### src/rtl/fios_ctrl_pkg.sv
// Shared types and constants for the cascaded FIOS PE-chain sequencer.
package fios_ctrl_pkg;

  typedef enum logic [3:0] {
    ST_IDLE, ST_LOAD, ST_AB, ST_WQ, ST_Q, ST_WM, ST_MP, ST_WF, ST_DONE
  } fios_state_t;

  localparam logic [1:0] SEL_A_A   = 2'd0;
  localparam logic [1:0] SEL_A_RES = 2'd1;
  localparam logic [1:0] SEL_A_M   = 2'd2;

  localparam logic [1:0] SEL_B_B   = 2'd0;
  localparam logic [1:0] SEL_B_P0  = 2'd1;
  localparam logic [1:0] SEL_B_P   = 2'd2;

  localparam logic [1:0] SEL_C_CI   = 2'd0;
  localparam logic [1:0] SEL_C_RESD = 2'd1;
  localparam logic [1:0] SEL_C_D1   = 2'd2;
  localparam logic [1:0] SEL_C_D2   = 2'd3;

  localparam logic [6:0] OP_NOP       = 7'b0000000;
  localparam logic [6:0] OP_M         = 7'b0000101;
  localparam logic [6:0] OP_M_C       = 7'b0110101;
  localparam logic [6:0] OP_M_PCIN_SH = 7'b1010101;

  // Wide enough for the longest phase (S <= 64).
  localparam int CNT_W = 7;

  function automatic logic [CNT_W-1:0] phase_len(fios_state_t st, int s, int lat);
    case (st)
      ST_AB, ST_MP:        phase_len = CNT_W'(s);
      ST_WQ, ST_WM, ST_WF: phase_len = CNT_W'(lat);
      default:             phase_len = CNT_W'(1);
    endcase
  endfunction

endpackage

### src/rtl/fios_casc_ctrl_cnt.sv
// Loadable down-counter timing each sequencer phase; tc_o flags the last cycle.
module fios_phase_cnt
  import fios_ctrl_pkg::*;
(
  input  logic             clock_i,
  input  logic             reset_n_i,
  input  logic             load_i,
  input  logic [CNT_W-1:0] load_val_i,
  output logic             tc_o
);

  logic [CNT_W-1:0] cnt_q;

  always_ff @(posedge clock_i) begin
    if (!reset_n_i)        cnt_q <= '0;
    else if (load_i)       cnt_q <= load_val_i;
    else if (cnt_q != '0)  cnt_q <= cnt_q - 1'b1;
  end

  assign tc_o = (cnt_q == '0);

endmodule

### src/rtl/fios_casc_ctrl.sv
// Per-word FIOS schedule sequencer driving the DSP PE chain controls.
// Optional abort port pair enabled by defining FIOS_CTRL_ABORT_EN.
module fios_casc_ctrl
  import fios_ctrl_pkg::*;
#(
  parameter int S     = 4,
  parameter int ABREG = 1,
  parameter int MREG  = 1
) (
  input  logic                 clock_i,
  input  logic                 reset_n_i,
  input  logic                 start_i,
`ifdef FIOS_CTRL_ABORT_EN
  input  logic                 abort_i,
  output logic                 aborted_o,
`endif
  output logic                 ready_o,
  output logic                 done_o,
  output logic [$clog2(S)-1:0] a_idx_o,
  output logic [$clog2(S)-1:0] bp_idx_o,
  output logic                 a_reg_en_o,
  output logic                 m_reg_en_o,
  output logic [1:0]           mux_A_sel_o,
  output logic [1:0]           mux_B_sel_o,
  output logic [1:0]           mux_C_sel_o,
  output logic                 CREG_en_o,
  output logic [6:0]           OPMODE_o,
  output logic                 RES_delay_en_o
);

  localparam int LAT = 1 + ABREG + MREG;
  localparam int IW  = $clog2(S);
  localparam logic [IW-1:0] LAST = IW'(S - 1);
  // Deeper DSP pipelines need the second carry delay tap on the m*p pass.
  localparam logic [1:0] C_TAIL = (LAT < 3) ? SEL_C_D1 : SEL_C_D2;

  fios_state_t      state_q, state_d;
  logic [IW-1:0]    i_q, i_d, j_q, j_d;
  logic             tc, load;
  logic [CNT_W-1:0] load_val;
  logic             abort;

`ifdef FIOS_CTRL_ABORT_EN
  assign abort = abort_i && (state_q != ST_IDLE);
`else
  assign abort = 1'b0;
`endif

  always_comb begin
    state_d = state_q;
    i_d     = i_q;
    j_d     = j_q;
    unique case (state_q)
      ST_IDLE: if (start_i && ready_o) begin
        state_d = ST_LOAD;
        i_d     = '0;
        j_d     = '0;
      end
      ST_LOAD: if (tc) state_d = ST_AB;
      ST_AB: begin
        j_d = tc ? '0 : j_q + 1'b1;
        if (tc) state_d = ST_WQ;
      end
      ST_WQ:   if (tc) state_d = ST_Q;
      ST_Q:    if (tc) state_d = ST_WM;
      ST_WM:   if (tc) state_d = ST_MP;
      ST_MP: begin
        j_d = tc ? '0 : j_q + 1'b1;
        if (tc) state_d = ST_WF;
      end
      ST_WF: if (tc) begin
        if (i_q == LAST) state_d = ST_DONE;
        else begin
          state_d = ST_LOAD;
          i_d     = i_q + 1'b1;
        end
      end
      ST_DONE: state_d = ST_IDLE;
      default: state_d = ST_IDLE;
    endcase
    if (abort) begin
      state_d = ST_IDLE;
      i_d     = '0;
      j_d     = '0;
    end
  end

  assign load     = (state_d != state_q);
  assign load_val = phase_len(state_d, S, LAT) - CNT_W'(1);

  fios_phase_cnt u_cnt (
    .clock_i    (clock_i),
    .reset_n_i  (reset_n_i),
    .load_i     (load),
    .load_val_i (load_val),
    .tc_o       (tc)
  );

  always_ff @(posedge clock_i) begin
    if (!reset_n_i) begin
      state_q        <= ST_IDLE;
      i_q            <= '0;
      j_q            <= '0;
      ready_o        <= 1'b1;
      done_o         <= 1'b0;
      a_idx_o        <= '0;
      bp_idx_o       <= '0;
      a_reg_en_o     <= 1'b0;
      m_reg_en_o     <= 1'b0;
      mux_A_sel_o    <= SEL_A_A;
      mux_B_sel_o    <= SEL_B_B;
      mux_C_sel_o    <= SEL_C_CI;
      CREG_en_o      <= 1'b0;
      OPMODE_o       <= OP_NOP;
      RES_delay_en_o <= 1'b0;
`ifdef FIOS_CTRL_ABORT_EN
      aborted_o      <= 1'b0;
`endif
    end else begin
      state_q        <= state_d;
      i_q            <= i_d;
      j_q            <= j_d;
      ready_o        <= (state_q == ST_IDLE);
      done_o         <= (state_q == ST_DONE);
      a_idx_o        <= '0;
      bp_idx_o       <= '0;
      a_reg_en_o     <= 1'b0;
      m_reg_en_o     <= 1'b0;
      mux_A_sel_o    <= SEL_A_A;
      mux_B_sel_o    <= SEL_B_B;
      mux_C_sel_o    <= SEL_C_CI;
      CREG_en_o      <= 1'b0;
      OPMODE_o       <= OP_NOP;
      RES_delay_en_o <= 1'b0;
      case (state_q)
        ST_LOAD: begin
          a_reg_en_o <= 1'b1;
          a_idx_o    <= i_q;
        end
        ST_AB: begin
          bp_idx_o       <= j_q;
          CREG_en_o      <= 1'b1;
          RES_delay_en_o <= 1'b1;
          OPMODE_o       <= (j_q == '0) ? OP_M_C : OP_M_PCIN_SH;
        end
        ST_Q: begin
          mux_A_sel_o <= SEL_A_RES;
          mux_B_sel_o <= SEL_B_P0;
          OPMODE_o    <= OP_M;
        end
        ST_WM: m_reg_en_o <= tc;
        ST_MP: begin
          mux_A_sel_o    <= SEL_A_M;
          mux_B_sel_o    <= SEL_B_P;
          mux_C_sel_o    <= (j_q == '0) ? SEL_C_RESD : C_TAIL;
          bp_idx_o       <= j_q;
          CREG_en_o      <= 1'b1;
          RES_delay_en_o <= 1'b1;
          OPMODE_o       <= (j_q == '0) ? OP_M_C : OP_M_PCIN_SH;
        end
        default: ;
      endcase
`ifdef FIOS_CTRL_ABORT_EN
      aborted_o <= abort;
      // Abort wins over whatever the current state would have driven.
      if (abort) begin
        ready_o        <= 1'b0;
        done_o         <= 1'b0;
        a_idx_o        <= '0;
        bp_idx_o       <= '0;
        a_reg_en_o     <= 1'b0;
        m_reg_en_o     <= 1'b0;
        mux_A_sel_o    <= SEL_A_A;
        mux_B_sel_o    <= SEL_B_B;
        mux_C_sel_o    <= SEL_C_CI;
        CREG_en_o      <= 1'b0;
        OPMODE_o       <= OP_NOP;
        RES_delay_en_o <= 1'b0;
      end
`endif
    end
  end

endmodule

### config.mk
export PLATFORM = sky130hd
export DESIGN_NAME = fios_casc_ctrl
export DESIGN_NICKNAME = d
export VERILOG_FILES = /design/src/rtl/fios_ctrl_pkg.sv /design/src/rtl/fios_casc_ctrl_cnt.sv /design/src/rtl/fios_casc_ctrl.sv
export SDC_FILE = /design/constraint.sdc
export NUM_CORES = 1
export LEC_CHECK = 0
export CAP_MARGIN = 25
export CORE_MARGIN = 2
export CORE_UTILIZATION = 40
export CTS_CLUSTER_DIAMETER = 200
export CTS_CLUSTER_SIZE = 24
export DETAILED_ROUTE_END_ITERATION = 16
export MAX_ROUTING_LAYER = met4
export SYNTH_ARGS = -nofsm -noshare
export SYNTH_HDL_FRONTEND = slang
export SYNTH_HIERARCHICAL = 1
export SYNTH_SLANG_ARGS = --single-unit
### constraint.sdc
create_clock -name clock_i -period 2.2 [get_ports clock_i]
set_clock_uncertainty 0.1 [all_clocks]
set_input_delay 0.44 -clock clock_i [delete_from_list [all_inputs] [get_ports clock_i]]
set_output_delay 0.44 -clock clock_i [all_outputs]
set_load 0.02 [all_outputs]
**Word-level counts from Yosys, hierarchy flattened**

Cells that the tools add are included.

- Word-level logic and storage cells: 78
- Output and inout port bits: 23
- Bits of input ports: 3
- Flip-flop bits (word level): 35

- Reductions and logical operators: 17
- Equality and inequality tests: 18
- Mux-type cells: 25
- $add $sub $neg: 4

Operator list:

| cell | count |
|---|---|
| 2-to-1 mux 4 bit | 9 |
| case mux 4 bit (8 select lines) | 1 |
| == test 4 x 3 -> 1 bit (second input constant) | 7 |
| 2-to-1 mux 7 bit | 3 |
| == test 4 x 2 -> 1 bit (second input constant) | 4 |
| case mux 7 bit (2 select lines) | 1 |
| subtractor 7 x 1 -> 7 bit (second input constant) | 2 |
| case mux 2 bit (2 select lines) | 3 |
| 2-to-1 mux 2 bit | 5 |
| AND reduction 2 bit | 5 |
| logical NOT 7 bit | 1 |
| nonzero test 7 bit | 1 |
| != test 2 bit (second input constant) | 3 |
| case mux 3 bit (2 select lines) | 1 |
| nonzero test 2 bit | 3 |
| adder 2 x 1 -> 2 bit (second input constant) | 2 |
| == test 4 x 1 -> 1 bit (second input constant) | 1 |
| == test 4 bit (second input constant) | 1 |
| logical NOT 4 bit | 1 |
| != test 4 bit | 1 |
| AND reduction 4 bit | 1 |
| OR reduction 2 bit | 2 |
| OR reduction 3 bit | 1 |
| == test 2 bit (second input constant) | 1 |
| other kinds (3) | 4 |

**Longest topological paths before layout**

Gate-level depths: netlist of the first run.

- Depth after elaboration: 9
- Depth in mapped cells: 11
- Depth with buffers taken out: 9

**Cells and area by module**

Netlist of the first run, hierarchy kept.

By module, submodules not included:

| module | sequential area each (um^2) | cells each | area an instance (um^2) | instances |
|---|---|---|---|---|
| fios_casc_ctrl | 500.5 | 112 | 1086.0 | 1 |
| fios_phase_cnt | 140.1 | 44 | 411.6 | 1 |

**Least setup slack after synthesis of the first run**

No wires, ideal clock.

- Path type: register -> register
- From: reg u_cnt.cnt_q[0]
- To: reg u_cnt.cnt_q[2]
- Required time: 2041 ps
- Period minus slack after synthesis: 1890 ps
- Library setup time: 59 ps
- Arrival time: 1731 ps
- Cell stages (with the launch flop): 11
- Setup slack: 310 ps
- Path buffers: 3
- Cells stage by stage: dfxtp_1 > inv_1 > ha_1 > and4b_1 > buf_6 > buf_4 > a21oi_1 > nand2_1 > clkbuf_1 > o31ai_1 > and2_1

- Elaborated cells on any way between the ends: 24
- Classes of those cells: 2 x add/sub; 6 x eq/ne; 11 x mux; 5 x reduce/logical

RTL lines:

| item | RTL line | source |
|---|---|---|
| start: declaration | fios_casc_ctrl_cnt.sv:12 | `logic [CNT_W-1:0] cnt_q;` |
| start signal: assignment | fios_casc_ctrl_cnt.sv:16 | `else if (load_i) cnt_q <= load_val_i;` |
| start signal: assignment | fios_casc_ctrl_cnt.sv:17 | `else if (cnt_q != '0) cnt_q <= cnt_q - 1'b1;` |
| logical NOT 7 bit (*) | fios_casc_ctrl_cnt.sv:20 | `assign tc_o = (cnt_q == '0);` |
| named net tc | fios_casc_ctrl.sv:39 | `logic tc, load;` |
| 2-to-1 mux 4 bit, or another cell as far along | fios_casc_ctrl.sv:71 | `ST_WF: if (tc) begin` |
| case mux 4 bit (8 select lines) (*) | fios_casc_ctrl.sv:53 | `unique case (state_q)` |
| != test 4 bit (*) | fios_casc_ctrl.sv:88 | `assign load = (state_d != state_q);` |
| named net load | fios_casc_ctrl.sv:39 |  |
| 2-to-1 mux 7 bit / nonzero test 2 bit (equally long branches) | -- |  |

Mark *: on every way through the listed nets, which the timed path passes. The rest lies on a longest branch. The select of a mux whose other input is x is not followed.
A chain may end at the register's enable or synchronous reset.

**Final worst setup path of the first run**

- From: reg u_cnt.cnt_q[1]
- To: reg u_cnt.cnt_q[0]

- Cells in the longest elaborated chain, start to end: 8
- Elaborated cells on any way between the ends: 22
- Classes of those cells: 1 x add/sub; 6 x eq/ne; 10 x mux; 5 x reduce/logical

Ends and longest elaborated chain:

| item | RTL line | source |
|---|---|---|
| logical NOT 7 bit (*) | fios_casc_ctrl_cnt.sv:20 |  |
| named net tc | fios_casc_ctrl.sv:39 |  |
| 2-to-1 mux 4 bit, or another cell as far along | fios_casc_ctrl.sv:71 |  |
| case mux 4 bit (8 select lines) (*) | fios_casc_ctrl.sv:53 |  |
| == test 4 x 2 -> 1 bit / == test 4 x 3 -> 1 bit (equally long branches) | fios_ctrl_pkg.sv:30 | `case (st)` |
| OR reduction 3 bit / OR reduction 2 bit (equally long branches) | fios_ctrl_pkg.sv:30 |  |
| case mux 3 bit (2 select lines) (*) | fios_ctrl_pkg.sv:30 |  |
| subtractor 7 x 1 -> 7 bit (*) | fios_casc_ctrl.sv:89 | `assign load_val = phase_len(state_d, S, LAT) - CNT_W'(1);` |
| named net load_val[0] | fios_casc_ctrl.sv:40 | `logic [CNT_W-1:0] load_val;` |
| 2-to-1 mux 7 bit (*) | fios_casc_ctrl_cnt.sv:16 |  |

Mark *: on every way through the listed nets, which the timed path passes. The rest lies on a longest branch.

==> impl_metrics.env, run 1 <==
export IMPL_layout_common_cells="dfxtp_1 (32), clkdlybuf4s50_1 (23), nand2_1 (14)"
export IMPL_seq_power_share_pct=37.7
export IMPL_status="complete, no violations"
export IMPL_drc_errors=0
export IMPL_portBuffers=23
export IMPL_ant_nets=0
export IMPL_finalWirelength_um=2720
export IMPL_start_util_pct=41.2
export IMPL_synth_edff_count=0
export IMPL_synth_flop_cell="dfxtp_1"
export IMPL_swShare_pct=36.5
export IMPL_cts_tree="built"
export IMPL_syn_to_final_growth_pct=22.6
export IMPL_cts_buffers=5
export IMPL_grt_pass1_vias=1039
export IMPL_clock_sinks=32
export IMPL_yosysSeqAreaShare_pct=42.8
export IMPL_avgRoutedWirePerCell_um=11.6
export IMPL_drive_above_1_share_pct=16.7
export IMPL_internal_power_w=0.00132
export IMPL_vias_per_cell=4.73
export IMPL_power_frac_clock_pct=19.6
export IMPL_worstMarginPinSlew_ns=0.599
export IMPL_crit_required_ns=2.31
export IMPL_yosysWarningCount=6
export IMPL_p_per_area_nw_per_um2=1130
export IMPL_cts_buffer_depth=2
export IMPL_core_area_um2=3630
export IMPL_synthTopCellsByArea="dfxtp_1 (43%), buf_4 (4.5%), nand2_1 (3.5%)"
export IMPL_leakagePower_nw=0.727
export IMPL_gp_congestion=0.807
export IMPL_grt_max_degree=18
export IMPL_antenna_found_initial=0
export IMPL_fin_tns_setup_ns=0
export IMPL_nNetsFinal=193
export IMPL_critical_path_class="flip-flop to flip-flop"
export IMPL_vdd_drop_max_mv=0.487
export IMPL_timing_hold_ws_ns=0.369
export IMPL_arrival_ns=2.07
export IMPL_pin_count=26
export IMPL_clk_pin_slew_ns=0.06
export IMPL_mostFrequentLayoutCell="dfxtp_1"
export IMPL_grt_setup_unrepaired="false"
export IMPL_layout_min_cycle_time_ns=1.97
export IMPL_grt_usage_pct=14.6
export IMPL_clk_latency_ns=0.27
export IMPL_ys_async_sr_fraction_pct=0
export IMPL_syn_area_per_cell_um2=9.60
export IMPL_max_freq_mhz=508
export IMPL_slew_limit_headroom_pct=60.0
export IMPL_dpl_cell_area_um2=1760
export IMPL_worst_slack_ns=0.233
export IMPL_htreeDepth=2
export IMPL_cts_root_buffer="clkbuf_8"
export IMPL_grt_pass1_wl_um=4600
export IMPL_final_hold_viol_count=0
export IMPL_net_switching_power_w=0.000760
export IMPL_critPathCaptureType="flip-flop"
export IMPL_final_period_utilization_pct=89.4
export IMPL_fp_dieW_um=65.2
export IMPL_hpwl_um=1990
export IMPL_slew_viol_final=0
export IMPL_power_w=0.00208
export IMPL_drt_iter0_drc=42
export IMPL_synth_area_um2=1500
export IMPL_die_h_um=65.2
export IMPL_pwr_share_comb_pct=42.7
export IMPL_place_ws_ns=0.117
export IMPL_final_setup_viol_count=0
export IMPL_post_cts_buffers=0
export IMPL_yosys_cell_types_count=45
export IMPL_worstPathMaxFanout=13
export IMPL_grt_ovfl_total=0
export IMPL_postCtsHoldBufs=0
export IMPL_start_kind="flip-flop"
export IMPL_drv_cap=0
export IMPL_n_antenna_cell=0
export IMPL_synth_largest_area_cell="dfxtp_1"
export IMPL_via_count=1106
export IMPL_die_area_um2=4250
export IMPL_dr_pass1_iters=4
export IMPL_fillers=336
export IMPL_min_path_type="flip-flop to flip-flop"
export IMPL_syn_inst=156
export IMPL_rows=22
export IMPL_stdcell_area_um2=1840
export IMPL_yosys_area_top_type_share_pct=42.8
export IMPL_ys_ff_latch=32
Yosys cell counts, types with 2 or more instances:
cell	instances
a21oi_1	4
and2_1	7
o31ai_1	3
nand3_2	2
nor3_1	4
dfxtp_1	32
nand2b_1	4
or3_1	2
nor2_1	8
nor3_2	3
xnor2_1	4
nor3b_2	2
nor3b_1	5
buf_4	9
buf_6	3
nor2b_1	3
o21ai_2	2
inv_1	8
xor2_1	4
nand2_1	14
nand3_1	5
a32o_1	2
ha_1	4
registers in the layout (all words and copies together) (netlist names):
register        count
OPMODE_o            4
RES_delay_en_o      1
a_idx_o             2
a_reg_en_o          1
bp_idx_o            2
done_o              1
i_q                 2
j_q                 2
m_reg_en_o          1
mux_B_sel_o         2
mux_C_sel_o         2
ready_o             1
state_q             4
u_cnt/cnt_q         7
routing by layer:
metal	routed length (um)	track usage (%)	share of wire, %
met1	1270	16.6	47
met2	1330	23.5	49
met3	96	4.62	3.5
met4	17	7.03	0.63
met5	0	-	0
cell families (layout without fill, tap and decap cells):
group	count (synthesis)	count (layout)	share of synthesized area (%)
AO/OA/AOI/OAI	17	17	9.27
XOR/XNOR	8	8	4.68
adder cells (fa/ha/maj)	5	5	4.01
buffers and inverters	22	46	9.27
flip-flops	32	32	42.8
multiplexers	1	1	1.00
other	1	7	0.250
AND/OR/NAND/NOR	70	70	28.7
through the flow:
step / cells / util (%)
after global routing: 234 / 50.6
after global placement: 227 / 48.4
after CTS: 234 / 50.5
final: 234 / 50.6
after floorplan: 162 / -
after detailed placement: 227 / 48.4
critical path: stages (launching register included):
cell and delay [ns]:
dfxtp_1 0.35, inv_1 0.08, ha_1 0.18, and4b_2 0.31, and3b_1 0.21, o21ai_2 0.13, o2111ai_2 0.14, a211oi_2 0.23
nand3_1 0.09, o21ai_0 0.07
worst paths after layout:
check,cells past startpoint,startpoint,to,slack [ns]
hold reg to reg,2,j_q[1],j_q[1],0.37
setup reg to reg,9,u_cnt/cnt_q[1],u_cnt/cnt_q[0],0.23
hold / removal,2,j_q[1],j_q[1],0.37
setup / recovery,9,u_cnt/cnt_q[1],u_cnt/cnt_q[0],0.23
area by class of cell:
class,instances,area [um2],area share (%)
inverter,9,33.8,1.84
clock inverter,1,5.00,0.272
sequential,32,641,34.9
tap,48,60.1,3.27
multi-input combinational,108,742,40.4
clock buffer,6,72.6,3.95
timing repair buffer,30,283,15.4
power by group through the flow:
stage,clock [W],sequential [W],combinational (W)
6_report,0.000408,0.000783,0.000888
5_1_grt,0.000455,0.000796,0.000980
4_1_cts,0.000429,0.000781,0.000882
3_5_place_dp,0,0.000793,0.000878
3_3_place_gp,0,0.000792,0.000845
2_1_floorplan,0,0.000777,0.000741
timing repair:
| item | 4_1_cts | 5_1_grt |
|---|---|---|
| setup endpoints to repair | 0 | 3 |
| resized for setup | 0 | 1 |
| endpoints found under the hold margin | 0 | 0 |
Power figures use the tool's default switching activity.
==> run 2: changes to the inputs <==
--- a/config.mk
+++ b/config.mk
@@ -12,7 +12,7 @@
 export CTS_CLUSTER_SIZE = 24
 export DETAILED_ROUTE_END_ITERATION = 16
 export MAX_ROUTING_LAYER = met4
+export PLACE_DENSITY = 0.74
 export SYNTH_ARGS = -nofsm -noshare
 export SYNTH_HDL_FRONTEND = slang
-export SYNTH_HIERARCHICAL = 1
 export SYNTH_SLANG_ARGS = --single-unit
==> constraint.sdc (replaced) <==
create_clock -name clock_i -period 2.2 [get_ports clock_i]
set_clock_uncertainty 0.1 [all_clocks]
set_input_delay 0.44 -clock clock_i [delete_from_list [all_inputs] [get_ports clock_i]]
set_output_delay 0.44 -clock clock_i [all_outputs]
set_load 0.01 [all_outputs]
==> impl_metrics.env, run 2 <==
export IMPL_grt_usage_pct=18.4
export IMPL_power_w=0.00274
export IMPL_grt_setup_unrepaired="true"
export IMPL_critical_path_class="flip-flop to flip-flop"
export IMPL_synth_edff_count=0
export IMPL_final_hold_viol_count=0
export IMPL_pin_count=26
export IMPL_hpwl_um=2270
export IMPL_ant_nets=0
export IMPL_cts_tree="built"
export IMPL_multi_input_area_um2=767
export IMPL_yosys_cell_types_count=48
export IMPL_final_period_utilization_pct=109
export IMPL_timing_hold_ws_ns=0.377
export IMPL_start_kind="flip-flop"
export IMPL_mostFrequentLayoutCell="buf_4"
export IMPL_postCtsHoldBufs=0
export IMPL_grt_max_degree=17
export IMPL_gp_congestion=0.880
export IMPL_layout_min_cycle_time_ns=2.40
export IMPL_drv_cap=0
export IMPL_ys_async_sr_fraction_pct=0
export IMPL_rows=21
export IMPL_synthTopCellsByArea="dfxtp_1 (45%), nor2_1 (3.4%), a21boi_0 (3.2%)"
export IMPL_regMostFlops="u_cnt.cnt_q"
export IMPL_n_antenna_cell=0
export IMPL_arrival_ns=2.55
export IMPL_leakagePower_nw=0.831
export IMPL_clk_pin_slew_ns=0.10
export IMPL_vias_per_cell=5.28
export IMPL_yosysWarningCount=0
export IMPL_portBuffers=23
export IMPL_finalWirelength_um=3430
export IMPL_clock_sinks=32
export IMPL_synth_largest_area_cell="dfxtp_1"
export IMPL_cts_root_buffer="clkbuf_4"
export IMPL_core_area_um2=3390
export IMPL_clk_latency_ns=0.35
export IMPL_dr_pass1_iters=4
export IMPL_power_frac_clock_pct=16.2
export IMPL_min_path_type="flip-flop to flip-flop"
export IMPL_worstPathMaxFanout=5
export IMPL_synth_most_common_cell="dfxtp_1"
export IMPL_start_util_pct=42.2
export IMPL_die_area_um2=4070
export IMPL_antenna_found_initial=0
export IMPL_final_setup_viol_count=3
export IMPL_via_count=1337
export IMPL_layout_common_cells="buf_4 (30), dfxtp_1 (29), clkdlybuf4s50_1 (23)"
export IMPL_die_h_um=63.8
export IMPL_syn_to_final_growth_pct=43.2
export IMPL_seq_power_share_pct=27.2
export IMPL_largest_reg_flops=7
export IMPL_pwr_share_comb_pct=56.6
export IMPL_reg_largest_list="u_cnt.cnt_q x7, OPMODE_o x4, state_q x4"
export IMPL_synth_flop_cell="dfxtp_1"
export IMPL_htreeDepth=2
export IMPL_cts_buffer_depth=2
export IMPL_violations="setup timing"
export IMPL_drive_above_1_share_pct=29.5
export IMPL_fp_dieW_um=63.8
export IMPL_grt_pass1_wl_um=5590
export IMPL_cts_buffers=5
export IMPL_syn_area_per_cell_um2=9.16
export IMPL_internal_power_w=0.00174
export IMPL_synth_area_um2=1430
export IMPL_worst_slack_ns=-0.202
export IMPL_yosysSeqAreaShare_pct=44.8
export IMPL_p_per_area_nw_per_um2=1340
export IMPL_status="complete, but fails checks"
export IMPL_yosys_area_top_type_share_pct=44.8
export IMPL_grt_pass1_vias=1245
export IMPL_vdd_drop_max_mv=0.572
export IMPL_crit_required_ns=2.35
export IMPL_final_seq_area_um2=644
export IMPL_ys_ff_latch=32
export IMPL_max_freq_mhz=416
export IMPL_syn_inst=156
export IMPL_synth_common_cells="dfxtp_1 (32), nor2_1 (13), nand2_1 (11)"
export IMPL_nNetsFinal=212
export IMPL_avgRoutedWirePerCell_um=13.5
export IMPL_fillers=271
export IMPL_grt_ovfl_total=0
export IMPL_swShare_pct=36.7
export IMPL_place_ws_ns=-0.332
export IMPL_slew_viol_final=0
export IMPL_net_switching_power_w=0.00101
export IMPL_critPathCaptureType="flip-flop"
export IMPL_drc_errors=0
export IMPL_drt_iter0_drc=60
-- run 2: path summary, 6_finish.rpt --
kind | to | slack, ns | cells after the start | startpoint
worst min-delay path | bp_idx_o[1] | 0.38 | 2 | j_q[1]
worst max-delay path | u_cnt.cnt_q[2] | -0.20 | 8 | u_cnt.cnt_q[1]
worst max register to register | u_cnt.cnt_q[2] | -0.20 | 8 | u_cnt.cnt_q[1]
worst min register to register | bp_idx_o[1] | 0.38 | 2 | j_q[1]
-- run 2: repair_timing --
item                       CTS  global route
setup endpoints to repair    3             5
setup buffers                3             5
resized for setup            8             9
pin swaps                    4             3
-- run 2: metal layers --
metal | global-route usage (%) | wire length (um) | part of all wire, % | vias up
li1 | - | - | - | 638
met1 | 21.7 | 1390 | 40 | 625
met2 | 27.6 | 1630 | 48 | 63
met3 | 4.05 | 255 | 7.4 | 11
met4 | 13.3 | 148 | 4.3 | 0
met5 | - | 0 | 0 | -
-- run 2: cell families after synthesis --
kind of cell / count (synthesis) / synth area share (%)
simple gates: 66 / 26.9
flops: 32 / 44.8
compound gates: 28 / 14.4
buf+inv: 20 / 7.00
fa+ha+maj: 3 / 2.63
xor+xnor: 3 / 1.84
mux: 3 / 2.19
other cells: 1 / 0.262
-- run 2: metrics by stage --
stage | utilization, % | instances | TNS [ns] | instance area (um2)
after global placement | 54.2 | 238 | -0.868 | 1840
after floorplan | - | 157 | -0.0740 | 1440
final | 60.4 | 253 | -0.327 | 2050
after detailed placement | 54.2 | 238 | -1.19 | 1840
after global routing | 60.4 | 253 | -0.709 | 2050
after CTS | 58.0 | 249 | -0.219 | 1960
-- run 2: worst max-delay path, cell delays in order, from the launching register on --
cell	delay (ns)
dfxtp_2	0.35
nor4_4	0.41
a21oi_2	0.11
or3_1	0.34
a211oi_2	0.24
a22oi_2	0.12
ha_4	0.20
a211o_4	0.26
and3_4	0.17
-- run 2: power groups by stage --
stage / Clock [W] / Sequential [W] / Combinational, W
2_1_floorplan: 0 / 0.000756 / 0.000719
3_3_place_gp: 0 / 0.000741 / 0.00114
3_5_place_dp: 0 / 0.000747 / 0.00119
4_1_cts: 0.000451 / 0.000736 / 0.00130
5_1_grt: 0.000488 / 0.000754 / 0.00166
6_report: 0.000444 / 0.000745 / 0.00155
-- run 2: layout make-up --
cell class / count / area share (%)
flip-flops and latches: 32 / 31.5
multi-input cells: 105 / 37.5
well taps: 46 / 2.81
clock buffers: 5 / 1.83
repair buffers: 54 / 22.8
clock inverters: 3 / 2.08
inverters: 8 / 1.47
